### src/rtl/op_decode_pkg.sv
// Shared TIS-100 node ISA definitions: op code fields, enums, control codes,
// and the combinational decode/saturation helpers used by the decoder.
package op_decode_pkg;

  localparam int OPCODE_MSB = 20;
  localparam int OPCODE_LSB = 17;
  localparam int SRC_MSB    = 16;
  localparam int SRC_LSB    = 14;
  localparam int DST_MSB    = 13;
  localparam int DST_LSB    = 11;
  localparam int IMM_MSB    = 10;
  localparam int TARGET_MSB = 3;
  localparam int CONST_MAX  = 999;

  typedef enum logic [3:0] {
    OP_NOP = 4'd0, OP_MOV = 4'd1, OP_SWP = 4'd2, OP_SAV = 4'd3,
    OP_ADD = 4'd4, OP_SUB = 4'd5, OP_NEG = 4'd6, OP_JMP = 4'd7,
    OP_JEZ = 4'd8, OP_JNZ = 4'd9, OP_JGZ = 4'd10, OP_JLZ = 4'd11,
    OP_JRO = 4'd12
  } opcode_e;

  typedef enum logic [2:0] {
    SRC_CONST, SRC_ACC, SRC_NIL, SRC_LEFT, SRC_RIGHT, SRC_UP, SRC_DOWN, SRC_ANY
  } src_e;

  typedef enum logic [2:0] {
    DST_ACC, DST_NIL, DST_LEFT, DST_RIGHT, DST_UP, DST_DOWN, DST_ANY, DST_RSVD
  } dst_e;

  localparam logic [3:0] PC_NEXT = 4'd0;
  localparam logic [3:0] PC_JMP  = 4'd1;
  localparam logic [3:0] PC_JEZ  = 4'd2;
  localparam logic [3:0] PC_JNZ  = 4'd3;
  localparam logic [3:0] PC_JGZ  = 4'd4;
  localparam logic [3:0] PC_JLZ  = 4'd5;
  localparam logic [3:0] PC_JRO  = 4'd6;

  localparam logic [1:0] ALU_PASS = 2'd0;
  localparam logic [1:0] ALU_ADD  = 2'd1;
  localparam logic [1:0] ALU_SUB  = 2'd2;
  localparam logic [1:0] ALU_NEG  = 2'd3;

  localparam logic [1:0] REG_NONE      = 2'd0;
  localparam logic [1:0] REG_WRITE_ACC = 2'd1;
  localparam logic [1:0] REG_SWP       = 2'd2;
  localparam logic [1:0] REG_SAV       = 2'd3;

  localparam logic [1:0] MUX_CONST = 2'd0;
  localparam logic [1:0] MUX_ACC   = 2'd1;
  localparam logic [1:0] MUX_NIL   = 2'd2;
  localparam logic [1:0] MUX_PORT  = 2'd3;

  typedef struct packed {
    logic signed [10:0] const_value;
    logic [3:0]         pc_instr;
    logic [1:0]         alu_instr;
    logic [1:0]         registers_instr;
    logic [1:0]         in_mux_sel;
    logic               out_mux_sel;
  } ctrl_t;

  localparam ctrl_t CTRL_NOP = '{
    const_value: 11'sd0, pc_instr: PC_NEXT, alu_instr: ALU_PASS,
    registers_instr: REG_NONE, in_mux_sel: MUX_NIL, out_mux_sel: 1'b0
  };

  localparam logic signed [10:0] SAT_HI = 11'(CONST_MAX);
  localparam logic signed [10:0] SAT_LO = -SAT_HI;

  function automatic logic signed [10:0] saturate_imm(input logic signed [10:0] imm);
    if (imm > SAT_HI) return SAT_HI;
    if (imm < SAT_LO) return SAT_LO;
    return imm;
  endfunction

  function automatic logic [1:0] src_to_mux(input src_e src);
    case (src)
      SRC_CONST: return MUX_CONST;
      SRC_ACC:   return MUX_ACC;
      SRC_NIL:   return MUX_NIL;
      default:   return MUX_PORT;
    endcase
  endfunction

  function automatic ctrl_t decode_op(input logic [20:0] op_code);
    ctrl_t              c;
    logic [3:0]         opc;
    src_e               src;
    dst_e               dst;
    logic signed [10:0] imm_const;
    logic signed [10:0] target;
    c         = CTRL_NOP;
    opc       = op_code[OPCODE_MSB:OPCODE_LSB];
    src       = src_e'(op_code[SRC_MSB:SRC_LSB]);
    dst       = dst_e'(op_code[DST_MSB:DST_LSB]);
    imm_const = (src == SRC_CONST) ? saturate_imm($signed(op_code[IMM_MSB:0])) : 11'sd0;
    target    = $signed({7'd0, op_code[TARGET_MSB:0]});
    case (opc)
      OP_MOV: begin
        c.in_mux_sel  = src_to_mux(src);
        c.const_value = imm_const;
        if (dst == DST_ACC) c.registers_instr = REG_WRITE_ACC;
        else if (dst != DST_NIL && dst != DST_RSVD) c.out_mux_sel = 1'b1;
      end
      OP_SWP: c.registers_instr = REG_SWP;
      OP_SAV: c.registers_instr = REG_SAV;
      OP_ADD, OP_SUB: begin
        c.alu_instr       = (opc == OP_ADD) ? ALU_ADD : ALU_SUB;
        c.registers_instr = REG_WRITE_ACC;
        c.in_mux_sel      = src_to_mux(src);
        c.const_value     = imm_const;
      end
      OP_NEG: begin
        c.alu_instr       = ALU_NEG;
        c.registers_instr = REG_WRITE_ACC;
        c.in_mux_sel      = MUX_ACC;
      end
      OP_JMP: begin c.pc_instr = PC_JMP; c.const_value = target; end
      OP_JEZ: begin c.pc_instr = PC_JEZ; c.const_value = target; end
      OP_JNZ: begin c.pc_instr = PC_JNZ; c.const_value = target; end
      OP_JGZ: begin c.pc_instr = PC_JGZ; c.const_value = target; end
      OP_JLZ: begin c.pc_instr = PC_JLZ; c.const_value = target; end
      OP_JRO: begin
        c.pc_instr    = PC_JRO;
        c.in_mux_sel  = src_to_mux(src);
        c.const_value = imm_const;
      end
      default: c = CTRL_NOP;
    endcase
    return c;
  endfunction

endpackage

### src/rtl/op_decode.sv
// TIS-100 node instruction decoder: one register stage between fetch and the
// datapath control inputs.
module op_decode
  import op_decode_pkg::*;
(
  input  logic               clk,
  input  logic               rst_n,
  input  logic               en,
  input  logic [20:0]        op_code,
  output logic signed [10:0] const_value,
  output logic [3:0]         pc_instr,
  output logic [1:0]         alu_instr,
  output logic [1:0]         registers_instr,
  output logic [1:0]         in_mux_sel,
  output logic               out_mux_sel
);

  ctrl_t decoded;
  ctrl_t ctrl_q;

  always_comb begin
    decoded = decode_op(op_code);
  end

  // Reset wins over enable so a flush always lands on the NOP vector.
  always_ff @(posedge clk) begin
    if (!rst_n)  ctrl_q <= CTRL_NOP;
    else if (en) ctrl_q <= decoded;
  end

  assign const_value     = ctrl_q.const_value;
  assign pc_instr        = ctrl_q.pc_instr;
  assign alu_instr       = ctrl_q.alu_instr;
  assign registers_instr = ctrl_q.registers_instr;
  assign in_mux_sel      = ctrl_q.in_mux_sel;
  assign out_mux_sel     = ctrl_q.out_mux_sel;

endmodule

### config.mk
export PLATFORM = sky130hd
export DESIGN_NAME = op_decode
export DESIGN_NICKNAME = d
export VERILOG_FILES = /design/src/rtl/op_decode_pkg.sv /design/src/rtl/op_decode.sv
export SDC_FILE = /design/constraint.sdc
export NUM_CORES = 1
export LEC_CHECK = 0
export ABC_AREA = 1
export BUFFER_PORTS_ARGS = -buffer_cell sky130_fd_sc_hd__buf_2
export CORE_ASPECT_RATIO = 2
export CORE_MARGIN = 2
export CORE_UTILIZATION = 33
export CTS_BUF_LIST = sky130_fd_sc_hd__clkbuf_16
export CTS_CLUSTER_DIAMETER = 120
export DETAILED_ROUTE_END_ITERATION = 16
export PLACE_DENSITY = 0.69
export SLEW_MARGIN = 20
export SYNTH_ARGS = -nofsm -noshare
export SYNTH_HDL_FRONTEND = slang
export SYNTH_SLANG_ARGS = --single-unit
### constraint.sdc
create_clock -name clk -period 3.6 [get_ports clk]
set_input_delay 0.72 -clock clk [delete_from_list [all_inputs] [get_ports clk]]
set_output_delay 0.72 -clock clk [all_outputs]
set_load 0.02 [all_outputs]
---- After elaboration in Yosys (flattened, before gate mapping) ----
Index checks and enable logic that the tools add are counted.
storage, ports and cells
  register bits ........................... 22
  input port bits ......................... 24
  output and inout port bits .............. 22
  word-level logic and storage cells ...... 50
cells by class
  magnitude comparators ................... 2
  eq/ne operators ......................... 16
  mux-type cells .......................... 19
  reduce and logical (&&, ||, !) cells .... 7
operators with widths
  operator                                             number
  two-way mux 11 bit                                   5
  case mux 11 bit (2 select lines)                     1
  == test 4 bit (second input constant)                5
  case mux 3 bit (6 select lines)                      1
  == test 4 x 3 -> 1 bit (second input constant)       4
  > comparator 11 bit (second input constant)          1
  less-than comparator 11 bit (second input constant)  1
  == test 4 x 2 -> 1 bit (second input constant)       2
  case mux 2 bit (2 select lines)                      2
  case mux 2 bit (4 select lines)                      1
  two-way mux 1 bit                                    7
  zero test 3 bit                                      2
  case mux 2 bit (3 select lines)                      1
  OR reduction 5 bit                                   1
  == test 4 x 1 -> 1 bit (second input constant)       1
  OR reduction 4 bit                                   1
  == test 3 x 1 -> 1 bit (second input constant)       1
  == test 3 x 2 -> 1 bit (second input constant)       1
  != test 3 x 1 -> 1 bit (second input constant)       1
  != test 3 bit (second input constant)                1
  OR reduction 3 bit                                   1
  two-way mux 2 bit                                    1
  OR reduction 2 bit                                   1
  logical AND 1 bit                                    1

---- Longest topological paths before layout ----
  depth after elaboration ................. 7
  depth in mapped cells ................... 11
  gate-level depth less buffers ........... 11

---- Least setup slack after synthesis ----
Ideal clock, no wire load.
  kind .................................... input port to flip-flop
  from .................................... input op_code[1]
  to ...................................... register ctrl_q, in the netlist const_value[3]
  library setup time ...................... 121 ps
  arrival time ............................ 1800 ps
  required time ........................... 3479 ps
  path slack .............................. 1679 ps
  cell stages on the path ................. 9
  path buffers ............................ 0
  cells stage by stage .................... nor3_1 o2111ai_1 nand2_1 ha_1 or2_2 nand2_1 o21ai_2 nand2_1 a21oi_1
between the ends
  word-level cells in the longest chain between the ends .. 7
  elaborated cells on any way between the ends .. 10
  classes of those cells .................. 2 x order compare; 8 x mux
ends and longest elaborated chain
  element                               line                 text
  from (decl)                           op_decode.sv:9       input logic [20:0] op_code,
  less-than comparator 11 bit           op_decode_pkg.sv:72  if (imm < SAT_LO) return SAT_LO;
  two-way mux 1 bit (2 in a row)        op_decode_pkg.sv:72
  two-way mux 11 bit                    op_decode_pkg.sv:73  return imm;
  two-way mux 11 bit (*)                op_decode_pkg.sv:72
  two-way mux 11 bit (*)                op_decode_pkg.sv:96  imm_const = (src == SRC_CONST) ? saturate_imm($signed(op_code[IMM_MSB:0])) : 11'sd0;
  case mux 11 bit (2 select lines) (*)  op_decode_pkg.sv:98  case (opc)
  to (signal assigned)                  op_decode.sv:28      else if (en) ctrl_q <= decoded;
  to (decl)                             op_decode.sv:19      ctrl_t ctrl_q;
Mark *: on every way between the ends. The rest lies on a longest branch, timed or not. The select of a mux whose other input is x is not followed.
A chain may end at the register's enable or synchronous reset.

---- Final worst setup path ----
  from .................................... input op_code[3]
  to ...................................... register ctrl_q, in the netlist const_value[3]
between the ends
  word-level cells in the longest chain between the ends .. 7
  elaborated cells on any way between the ends .. 10
  classes of those cells .................. 2 x order compare; 8 x mux
ends and longest elaborated chain
  element                               line
  less-than comparator 11 bit           op_decode_pkg.sv:72
  two-way mux 1 bit (2 in a row)        op_decode_pkg.sv:72
  two-way mux 11 bit                    op_decode_pkg.sv:73
  two-way mux 11 bit                    op_decode_pkg.sv:72
  two-way mux 11 bit                    op_decode_pkg.sv:96
  case mux 11 bit (2 select lines) (*)  op_decode_pkg.sv:98
Marks and branches as above.

==> out/results.tsv <==
metric	value	unit
Worst path max stage delay	0.34	ns
crit path launch	op_code[3]	
Worst-path clk slew	0.06	ns
Net count, final	244	
TritonCTS Buffers	3	
Port Buffer Count	44	
Routed Antenna Nets	0	
clock skew	0	ns
initial antenna violation count	0	
RR Endpoint	pc_instr[2]	
fill count	365	
I/O pins	46	
yosys warns	0	
fin crit period	1.93	ns
Max clock buf depth	2	
Hold Crit Depth	2	
CP Cell Sequence	buf_2 -> nand2_1 -> o2111ai_1 -> nand2_1 -> ha_1 -> or2_2 -> nand2_1 -> o21ai_2 -> nand2_1 -> a21oi_1	
#FFs+latches synth	21	
vias	1233	
Area after DPL	1410	sq um
worst r2r src	pc_instr[2]	
Seq/Total Area, Yosys	35.4	%
first-pass GRT wire length	4710	microns
mapped cell area	1190	sq um
dpl hpwl	2370	microns
H-tree depth	1	
post-route cell area	1490	sq um
Synth cell types	31	
Setup crit end kind	register	
die height	88.8	microns
Starting DRT DRC Count	14	
Worst path most repeated cell	nand2_1	
r2r setup slk	2.91	ns
# diodes	0	
Final Hold Fails	0	
TritonRoute pass-1 iters	4	
average size of a mapped cell	6.67	sq um
Worst Path Buf+Inv	1	
starting density of the core	34.8	%
Die ar.	4120	sq um
min-delay src	pc_instr[0]	
Worst-Margin Slew	0.523	ns
Area growth syn-to-layout	25.5	%
power density over the cells	387	nW/um^2
status	finished, final reports clean	
CTS tree	yes	
crit path max fanout	6	
largest net degree at the start of global routing	22	
Detailed Route WL	2900	microns
chip width	46.4	microns
Syn Nets	203	
CTS Sinks	21	
crit path DAT	2.05	ns
crit path kind	input port to register	
vias per cell	4.64	
Clock Latency Late Sink	0.25	ns
worst hold margin	0.463	ns
fin crit share	53.6	%
hold crit path type	register to register	
post-cts sizing count	0	
Setup Fix Bufs, Post-CTS	0	
Slew HR	64.9	%
gr ovfl total	0	
cells on worst reg2reg path	4	
max-cap viol count	0	
max-slew violation count	0	
RD Place Congestion	0.892	
CP max-delay cell	ha_1	
Mapped Cells	178	
GRT Overall Usage	15.6	%
post-route setup TNS	0	ns
crit path launch type	input port	
Leakage	0.755	nW
Hold Crit Endpoint	pc_instr[0]	
Max VDD drop	0.238	mV
Root Buffer	clkbuf_16	
share of layout cells above drive strength 1	28.9	%
Req. time, crit path	3.72	ns
RSZ-0062 raised after global routing	false	
fmax	0.519	GHz
vias in the first global route	1165	
# setup viols final	0	
core footprint	3420	sq um
Design Power	0.000576	W
DRC	0	
delay-heaviest family, CP	simple AND/OR/NAND/NOR gates	
Hold-fix buffers, CTS	0	
DR WL/cell	10.9	microns
row cnt	30	
## registers in the layout, indices dropped and copies added, names as in the netlist
signal and count:
const_value 11, pc_instr 3, alu_instr 2, in_mux_sel 2, registers_instr 2, out_mux_sel 1
## power by group
part	internal, W	switching [W]
Combinational	0.0000351	0.0000659
Clock	0.000149	0.0000803
Sequential	0.000242	0.00000444
## area by class of cell
cell class                 count  area (sq um)  share of cell area [%]
multi-input combinational    132           643                    43.2
clock inverter                 1          5.00                   0.336
tap                           48          60.1                    4.03
sequential                    21           420                    28.2
timing repair buffer          44           220                    14.8
inverter                      17          66.3                    4.45
clock buffer                   3          75.1                    5.04
## tightest hold or removal path, stage by stage, from the launching register on
cell     delay (ns)
dfxtp_1        0.31
nand2_1        0.06
a21oi_1        0.05
## Yosys cell counts (all sizes together)
master | number | area (sq um)
ha | 1 | 12.5
clkbuf | 3 | 21.3
nand4 | 1 | 6.26
inv | 16 | 62.6
a22oi | 1 | 7.51
o211ai | 1 | 7.51
o221ai | 1 | 8.76
or2 | 1 | 6.26
a21oi | 20 | 108
dfxtp | 21 | 420
nor3 | 6 | 30.0
nand3b | 1 | 7.51
conb | 1 | 3.75
o21ai | 15 | 90.1
clkinv | 1 | 3.75
nand2 | 57 | 234
nor2 | 20 | 87.6
buf | 5 | 36.3
nand3 | 5 | 25.0
o2111ai | 1 | 8.76
## worst max-delay path by stage
stage          slack [ns]  depth (start not counted)        endpoint
6_report             1.67                         10  const_value[3]
2_1_floorplan        1.68                          9  const_value[3]
3_5_place_dp         1.39                         10  const_value[3]
4_1_cts              1.65                         10  const_value[3]
5_1_grt              1.47                         12  const_value[2]
3_3_place_gp         1.39                         10  const_value[3]
## layer usage
layer / part of all wire (%) / wire [microns] / track usage (%) / vias to the layer above
met5: 0 / 0 / 0 / -
met4: 3.0 / 87 / 8.57 / 0
met3: 3.7 / 107 / 1.63 / 6
met2: 57 / 1660 / 30.1 / 30
li1: - / - / - / 651
met1: 36 / 1040 / 14.6 / 546
## stage by stage
step                      instances  utilization (%)  setup WS, ns
after floorplan                 178                -          1.68
after global placement          262             41.3          1.39
after detailed placement        262             41.3          1.39
after CTS                       266             43.6          1.65
after global routing            266             43.6          1.47
final                           266             43.6          1.67
## kinds of logic (layout without fill, tap and decap cells)
kind of cell               Yosys count  count (layout)  synth area share [%]
buffers and inverters               25              65                  10.4
DFF                                 21              21                  35.4
adders and majority gates            1               1                  1.05
and+or+nand+nor                     91              91                  33.4
AOI/OAI and AO/OA                   39              39                  19.4
other                                1               1                 0.316
## placed cells by master, fill, tap and decap left out, types with 2 or more instances in the layout
master,count
o21ai_0,13
nand3_1,5
nor2_1,17
clkbuf_16,3
nor2_2,2
dfxtp_1,21
a21oi_1,18
nor3_1,6
inv_1,15
nand2_2,5
buf_2,44
nand2_1,51
a21oi_2,2
Note: power is estimated with default switching activity, not from simulation.
